File: src/rtl/rob_commit.sv
// rtl/rob_commit.sv - reorder buffer with in-order commit and taken-branch flush; optional macro ROB_BYPASS_EN
module rob_commit #(
   parameter int DEPTH  = 8,
   parameter int TAG_W  = 3,
   parameter int DATA_W = 16
) (
   input  logic              clk1,
   input  logic              rst_n,
   input  logic              alloc_valid,
   input  logic [3:0]        alloc_func,
   input  logic [3:0]        alloc_rd,
   output logic              alloc_ready,
   output logic [TAG_W-1:0]  alloc_tag,
   input  logic              cdb_valid,
   input  logic [TAG_W-1:0]  cdb_tag,
   input  logic [DATA_W-1:0] cdb_data,
   input  logic              cdb_taken,
   input  logic [TAG_W-1:0]  qry_tag,
   output logic              qry_ready,
   output logic [DATA_W-1:0] qry_data,
   output logic              commit_valid,
   output logic              commit_we,
   output logic              commit_store,
   output logic [3:0]        commit_rd,
   output logic [DATA_W-1:0] commit_data,
   output logic [TAG_W-1:0]  commit_tag,
   output logic              flush,
   output logic [3:0]        flush_imm
);

   localparam logic [TAG_W:0]   L_DEPTH = (TAG_W+1)'(DEPTH);
   localparam logic [TAG_W-1:0] L_ONE   = TAG_W'(1);
   localparam logic [TAG_W:0]   L_CONE  = (TAG_W+1)'(1);

   logic [DEPTH-1:0]  r_busy;
   logic [DEPTH-1:0]  r_done;
   logic [DEPTH-1:0]  r_taken;
   logic [3:0]        r_func  [DEPTH];
   logic [3:0]        r_rd    [DEPTH];
   logic [DATA_W-1:0] r_value [DEPTH];
   logic [TAG_W-1:0]  r_head_p;
   logic [TAG_W-1:0]  r_tail_p;
   logic [TAG_W:0]    r_count;

   logic              w_alloc_fire;
   logic              w_wb_fire;
   logic              w_commit_fire;
   logic              w_head_branch;
   logic              w_flush_fire;
   logic [3:0]        w_head_func;

   // flush is the registered pulse, so allocation is also held off the cycle after a flush
   assign alloc_ready   = (r_count < L_DEPTH) & ~flush;
   assign alloc_tag     = r_tail_p;
   assign w_alloc_fire  = alloc_valid & alloc_ready;
   assign w_wb_fire     = cdb_valid & r_busy[cdb_tag];
   assign w_head_func   = r_func[r_head_p];
   assign w_commit_fire = r_busy[r_head_p] & r_done[r_head_p];
   assign w_head_branch = (w_head_func == 4'b0110) | (w_head_func == 4'b0111);
   assign w_flush_fire  = w_commit_fire & w_head_branch & r_taken[r_head_p];

   // entry status bits and pointers; flush is applied last so it overrides alloc and writeback
   always_ff @(posedge clk1 or negedge rst_n) begin
      if (!rst_n) begin
         r_busy   <= '0;
         r_done   <= '0;
         r_taken  <= '0;
         r_head_p <= '0;
         r_tail_p <= '0;
         r_count  <= '0;
      end else begin
         if (w_alloc_fire) begin
            r_busy[r_tail_p]  <= 1'b1;
            r_done[r_tail_p]  <= 1'b0;
            r_taken[r_tail_p] <= 1'b0;
            r_tail_p          <= r_tail_p + L_ONE;
         end
         if (w_wb_fire) begin
            r_done[cdb_tag]  <= 1'b1;
            r_taken[cdb_tag] <= cdb_taken;
         end
         if (w_commit_fire) begin
            r_busy[r_head_p] <= 1'b0;
            r_head_p         <= r_head_p + L_ONE;
         end
         case ({w_alloc_fire, w_commit_fire})
            2'b10:   r_count <= r_count + L_CONE;
            2'b01:   r_count <= r_count - L_CONE;
            default: r_count <= r_count;
         endcase
         if (w_flush_fire) begin
            r_busy   <= '0;
            r_done   <= '0;
            r_taken  <= '0;
            r_head_p <= '0;
            r_tail_p <= '0;
            r_count  <= '0;
         end
      end
   end

   // payload fields need no reset; they are only read while the busy bit qualifies them
   always_ff @(posedge clk1) begin
      if (w_alloc_fire) begin
         r_func[r_tail_p] <= alloc_func;
         r_rd[r_tail_p]   <= alloc_rd;
      end
      if (w_wb_fire) begin
         r_value[cdb_tag] <= cdb_data;
      end
   end

   // registered commit and flush outputs decoded from the retiring head entry
   always_ff @(posedge clk1 or negedge rst_n) begin
      if (!rst_n) begin
         commit_valid <= 1'b0;
         commit_we    <= 1'b0;
         commit_store <= 1'b0;
         commit_rd    <= '0;
         commit_data  <= '0;
         commit_tag   <= '0;
         flush        <= 1'b0;
         flush_imm    <= '0;
      end else begin
         commit_valid <= w_commit_fire;
         commit_we    <= w_commit_fire & (w_head_func <= 4'b0100);
         commit_store <= w_commit_fire & (w_head_func == 4'b0101);
         flush        <= w_flush_fire;
         if (w_commit_fire) begin
            commit_rd   <= r_rd[r_head_p];
            commit_data <= r_value[r_head_p];
            commit_tag  <= r_head_p;
         end
         if (w_flush_fire) begin
            flush_imm <= r_rd[r_head_p];
         end
      end
   end

   // operand lookup for issue, optionally forwarding the CDB in the same cycle
   always_comb begin
      qry_ready = r_busy[qry_tag] & r_done[qry_tag];
      qry_data  = r_value[qry_tag];
`ifdef ROB_BYPASS_EN
      if (cdb_valid && (cdb_tag == qry_tag) && r_busy[qry_tag]) begin
         qry_ready = 1'b1;
         qry_data  = cdb_data;
      end
`endif
   end

endmodule

File: config.mk
export PLATFORM = sky130hd
export DESIGN_NAME = rob_commit
export DESIGN_NICKNAME = d
export VERILOG_FILES = /design/src/rtl/rob_commit.sv
export SDC_FILE = /design/constraint.sdc
export NUM_CORES = 1
export LEC_CHECK = 0
export ABC_AREA = 1
export CORE_AREA = 3 3 176 178
export DETAILED_ROUTE_END_ITERATION = 6
export DIE_AREA = 0 0 179 181
export PLACE_DENSITY = 0.66
export SKIP_CTS_REPAIR_TIMING = 1
export SLEW_MARGIN = 20
export SYNTH_ARGS = -nofsm -noshare
export SYNTH_HDL_FRONTEND = slang
export SYNTH_SLANG_ARGS = --single-unit
File: constraint.sdc
create_clock -name clk1 -period 2.5 [get_ports clk1]
set_input_delay 0.5 -clock clk1 [delete_from_list [all_inputs] [get_ports clk1]]
set_output_delay 0.5 -clock clk1 [all_outputs]
set_load 0.03 [all_outputs]
==> out/qor.yml, run 1 <==
status: "finished, violations left"
violations: "design-rule violations"
die_h_um: 181
firstDrtPassIters: 7
fin_ws_ps: 120.5
grt_pass1_wl_um: 50100
root_buffer: "clkbuf_16"
die_w_um: 179
clock_latency_ps: 540
dp_hpwl_um: 22280
synthToLayoutAreaGrowth_pct: 22.52
synth.area.top_cells: "edfxtp_1 (49%), dfrtp_1 (14%), o21ai_0 (6.7%)"
worst_slew_pin_slew_ps: 636.0
p_clk_share_pct: 42.3
ant_nets: 0
synth-async-reset-ratio_pct: 25.29
maxSlewHeadroom_pct: 57.60
critPathLaunchType: "input pin"
crit_slowest_cell: "a31oi_1"
p_int_mw: 6.873
start_util_pct: 39.75
grt_pass1_vias: 8834
synth_ff_type: "edfxtp_1"
drt-initial-drc-count: 1038
fin_skew_ps: 16.33
cts_buffers: 27
layout_common_cells: "nand2_1 (207), edfxtp_1 (192), o21ai_0 (157), nor2_1 (117), inv_1 (108)"
final-instance-count-excl-fill: 1701
final_common_cell: "nand2_1"
cts_tree: "done"
place_inst: 1651
synth_cell_types: 38
numPortBuffers: 86
max-vdd-ir-drop_mv: 0.4210
critPathKind: "in2out"
end_kind: "output pin"
wl_per_cell_um: 18.94
hold_viol: 0
antenna_cells: 0
ys_ff_latch: 257
cts_sinks: 257
antenna_found_initial: 1
switching_power_mw: 1.915
power.share.switching_pct: 21.79
cts.clk_slew.worst_paths_ps: 70
synth_warnings: 0
ioPinCount: 87
period_needed_ps: 2380
path_delay_family: "buffers and inverters"
worstPathCellList: "buf_2, clkinv_1, buf_4, a21oi_1, o21ai_0, a31oi_1, buf_4, buf_12"
overflow: 0
fmax_mhz: 420.2
drc: 3
synth_top_area_cell: "edfxtp_1"
yosysTopAreaCellShare_pct: 49.07
maxCapViolCount: 0
worstHoldPathType: "in2async"
finalSetupViolCount: 0
vias_per_cell: 5.314
drive_gt1_share_pct: 13.88
cts.path.max_buffers: 3
final_util_pct: 48.70
pre_cts_ws_ps: -50.19
num_rows: 63
wirelength_um: 32210
syn-num-nets: 1203
slew_violations: 0
gp_congestion: 0.9080
critPathMaxFanout: 19
critPathArrivalTime_ps: 1880
crit_required_ps: 2000
die-area_sq_mm: 0.03240
synth_area_per_cell_sq_um: 10.09
h-tree-depth: 1
max_stage_delay_ps: 270
grt_max_degree: 69
fin_nets: 1330
synth_edf_count: 192
final.fill_count: 2655
grtUsageTotal_pct: 19.82
path_common_cell: "buf_4"
p_comb_share_pct: 5.4
p_leak_nw: 5.689
synthCells: 1164
power_density_mw_per_mm2: 610.4
fin_crit_sh_pct: 95.18
fp.coreArea_sq_mm: 0.02956
seqPwrFrac_pct: 52.3
vias: 9039
synth-seq-area-share_pct: 62.91
synth_area_sq_mm: 0.01175
final.setup.tns_ps: 0
critPathBufInv: 5
rsz0062_at_grt: "false"
cells by family (layout without fill, tap and decap cells):
kind of cell               after synthesis  after routing  share of synthesized area (%)
AOI/OAI and AO/OA                      332            332                          16.43
xor gates and xnor gates                 3              3                         0.2237
adders and majority gates                4              4                         0.4260
buffers and inverters                  181            328                          6.495
DFF                                    257            257                          62.91
and+or+nand+nor                        387            387                          13.51
state kept, by name, summed over array words and instances (netlist names), 3 cells and up:
register / cells
commit_data: 16
alloc_tag: 3
r_taken: 8
commit_rd: 4
r_count: 4
r_busy: 8
commit_tag: 3
r_value: 128
flush_imm: 4
r_head_p: 3
r_rd: 32
r_done: 8
r_func: 32
routing by layer:
metal  GRT usage, %  wire [um]
met5              0         13
met4          5.642        765
met3          3.363       2223
met2          31.59      15110
met1          27.94      14100
final cells by class:
class | instances | area (sq um) | share of cell area, %
clock buffers | 31 | 690.7 | 4.797
clock inverters | 18 | 116.4 | 0.8083
inverters | 114 | 435.4 | 3.025
multi-input cells | 726 | 3615 | 25.11
flip-flops and latches | 257 | 7396 | 51.37
well taps | 390 | 488.0 | 3.390
repair buffers | 165 | 1655 | 11.50
synthesized netlist by cell type, drive strengths merged (2+ instances only):
master and n:
a31oi 16, edfxtp 192, clkbuf 40, o311ai 4, xor2 2, nor3 6
buf 27, nand4 4, o22ai 4, nand3 28, o211ai 34, a21oi 77
inv 112, dfrtp 65, o2111ai 21, ha 4, clkinv 2, or2 5
nand2 211, nor2 132, o21ai 175
per-stage QoR:
step | instance area [sq um] | power [mW] | hold slack (ps)
2_1_floorplan | 11750 | 4.856 | 204.4
3_3_place_gp | 13570 | 5.158 | 464.1
3_5_place_dp | 13570 | 5.161 | 467.6
4_1_cts | 14380 | 8.868 | -54.16
5_1_grt | 14400 | 9.067 | 493.5
6_report | 14400 | 8.788 | 474.6
power groups by stage:
stage	sequential, mW	clock [mW]	combinational [mW]
after floorplan	4.68	0	0.172
after global placement	4.68	0	0.475
after detailed placement	4.68	0	0.478
after CTS	4.59	3.79	0.480
after global routing	4.59	3.96	0.516
final	4.60	3.71	0.478
worst paths after layout:
path	from	slack [ps]	endpoint	depth (start not counted)
max	qry_tag[1]	120	qry_data[6]	8
min reg2reg	commit_data[6]	480	commit_data[6]	2
max reg2reg	r_head_p[0]	230	r_count[3]	16
min in group clk1	commit_data[6]	480	commit_data[6]	2
min	rst_n	470	commit_store	2
max in group asynchronous	rst_n	1340	r_taken[3]	3
worst reg2reg max path: stages, from the launching register on:
cell     delay, ps
dfrtp_4        570
inv_4          170
nand2_1         70
nand3_1         80
nand2_1         50
nor2_1         170
nor2_4         100
nand2_1        130
inv_1           60
ha_1           340
nand2_1         60
inv_1           50
nand3_1         90
nand2_1         80
nand2_1         40
nand3_1         50
nand2_1         50
No activity file was read; power rests on OpenSTA's default activity.
==> run 2: changes to the inputs <==
--- a/config.mk
+++ b/config.mk
@@ -9,6 +9,7 @@
 export CORE_AREA = 3 3 176 178
 export DETAILED_ROUTE_END_ITERATION = 6
 export DIE_AREA = 0 0 179 181
+export GPL_ROUTABILITY_DRIVEN = 1
 export PLACE_DENSITY = 0.66
 export SKIP_CTS_REPAIR_TIMING = 1
 export SLEW_MARGIN = 20
==> results of run 2 <==
Same layout as run 1: the final DEF is identical, and so are final timing and power.
==> run 3: changes to the inputs <==
--- a/config.mk
+++ b/config.mk
@@ -10,7 +10,7 @@
 export DETAILED_ROUTE_END_ITERATION = 6
 export DIE_AREA = 0 0 179 181
 export GPL_ROUTABILITY_DRIVEN = 1
-export PLACE_DENSITY = 0.66
+export PLACE_DENSITY = 0.55
 export SKIP_CTS_REPAIR_TIMING = 1
 export SLEW_MARGIN = 20
 export SYNTH_ARGS = -nofsm -noshare
==> run 3 against run 2 <==
  * The run now ends clean
  * Sequential power about the same
  * Highest routed layer is now met4
  * Non-clock buffer count down 5
  * Clock skew up 1.5 ps
  * Largest power group unchanged
  * Sequential cell count unchanged
==> out/qor.yml, run 3 (synthesis gave the netlist of run 1 again) <==
die_w_um: 179
finalSetupViolCount: 0
cts_tree: "done"
dp_hpwl_um: 22690
synthToLayoutAreaGrowth_pct: 25.67
critPathKind: "in2out"
worst-r2r-cell-count: 6
grt_max_degree: 67
ant_nets: 0
placed_cell_area_sq_mm: 0.01369
drc: 0
crit_slowest_cell: "clkdlybuf4s50_1"
max_stage_delay_ps: 550
slew_violations: 0
largest_register: "r_value"
final_common_cell: "nand2_1"
holdWs_ps: 20.19
crit_required_ps: 2000
fin_crit_sh_pct: 96.12
root_buffer: "clkbuf_16"
start_util_pct: 39.75
max-vdd-ir-drop_mv: 0.5059
hold_viol: 0
cts.path.max_buffers: 3
critPathArrivalTime_ps: 1900
clock_latency_ps: 550
antenna_found_initial: 0
layout_common_cells: "nand2_1 (207), edfxtp_1 (192), o21ai_0 (157), nor2_1 (116), inv_1 (108)"
fin_nets: 1327
worst_slew_pin_slew_ps: 769.5
maxSlewHeadroom_pct: 48.70
die_h_um: 181
firstDrtPassIters: 5
grtUsageTotal_pct: 20.97
fp.coreArea_sq_mm: 0.02956
rsz0062_at_grt: "false"
final-instance-count-excl-fill: 1701
maxCapViolCount: 0
drive_gt1_share_pct: 14.72
design_area_sq_mm: 0.01477
period_needed_ps: 2403
final.fill_count: 2674
num_rows: 63
end_kind: "output pin"
critPathMaxFanout: 17
path_common_cell: "buf_12"
rr_endpoint: "commit_data[7]"
h-tree-depth: 1
wl_per_cell_um: 19.99
pre_cts_ws_ps: -105.3
place_inst: 1645
cts_buffers: 29
largest_reg_flops: 128
final_util_pct: 49.96
worstPathCellList: "clkdlybuf4s50_1, buf_12, o21ai_0, a21oi_1, a31oi_1, buf_4, buf_12"
reg_top3: "r_value x128, r_func x32, r_rd x32"
status: "completed"
fmax_mhz: 416.2
cts.clk_slew.worst_paths_ps: 60
drt-initial-drc-count: 895
ioPinCount: 87
wirelength_um: 34010
vias_per_cell: 5.357
power_density_mw_per_mm2: 648.7
fin_ws_ps: 97.08
die-area_sq_mm: 0.03240
regToRegStartpoint: "r_head_p[0]"
antenna_cells: 0
critPathLaunchType: "input pin"
worstHoldPathType: "in2async"
grt_pass1_wl_um: 52810
overflow: 0
r2r_slack_ps: 190
p_leak_nw: 5.802
numPortBuffers: 86
cts_sinks: 257
grt_pass1_vias: 8906
gp_congestion: 0.8950
fin_skew_ps: 17.87
vias: 9113
run 3: layer usage:
layer / global-route usage [%] / vias up / wire length, um
li1: - / 4293 / -
met1: 31.65 / 4412 / 15850
met2: 31.97 / 357 / 15220
met3: 2.732 / 51 / 2273
met4: 5.393 / 0 / 654
met5: 0 / - / 0
run 3: how the worst max path moves through the flow:
stage          depth (start not counted)             end  slack [ps]        start
3_5_place_dp                           9  r_value[0][15]        -110   cdb_tag[1]
6_report                               7     qry_data[2]         100   qry_tag[2]
3_3_place_gp                           9  r_value[0][12]         -50   cdb_tag[0]
4_1_cts                                7     qry_data[2]         100   qry_tag[2]
2_1_floorplan                          8   r_value[5][0]          -4   cdb_tag[2]
5_1_grt                                6  commit_data[7]          30  r_head_p[0]
run 3: critical path, delay by kind of cell:
kind                   cells  cell delay (ps)
buffers and inverters      4             1030
AOI/OAI and AO/OA          3              370
run 3: where the power goes:
| group | total (mW) | switching [mW] | internal (mW) | leakage, nW |
|---|---|---|---|---|
| logic | 0.474 | 0.283 | 0.191 | 2.69 |
| clock network | 4.51 | 1.74 | 2.77 | 0.489 |
| registers | 4.60 | 0.00119 | 4.59 | 2.63 |
run 3: cell type report:
cell class | count | area [sq um] | share of cell area (%)
timing repair buffer | 160 | 1803 | 12.21
inverter | 114 | 437.9 | 2.966
clock buffer | 31 | 743.2 | 5.033
multi-input combinational | 726 | 3622 | 24.53
sequential | 257 | 7396 | 50.08
tap | 390 | 488.0 | 3.305
clock inverter | 23 | 276.5 | 1.873
run 3: through the flow:
step           TNS (ps)  power (mW)
2_1_floorplan    -123.0       4.856
6_report              0       9.580
3_5_place_dp      -3987       5.157
4_1_cts               0       9.646
3_3_place_gp     -730.3       5.157
5_1_grt               0       9.857
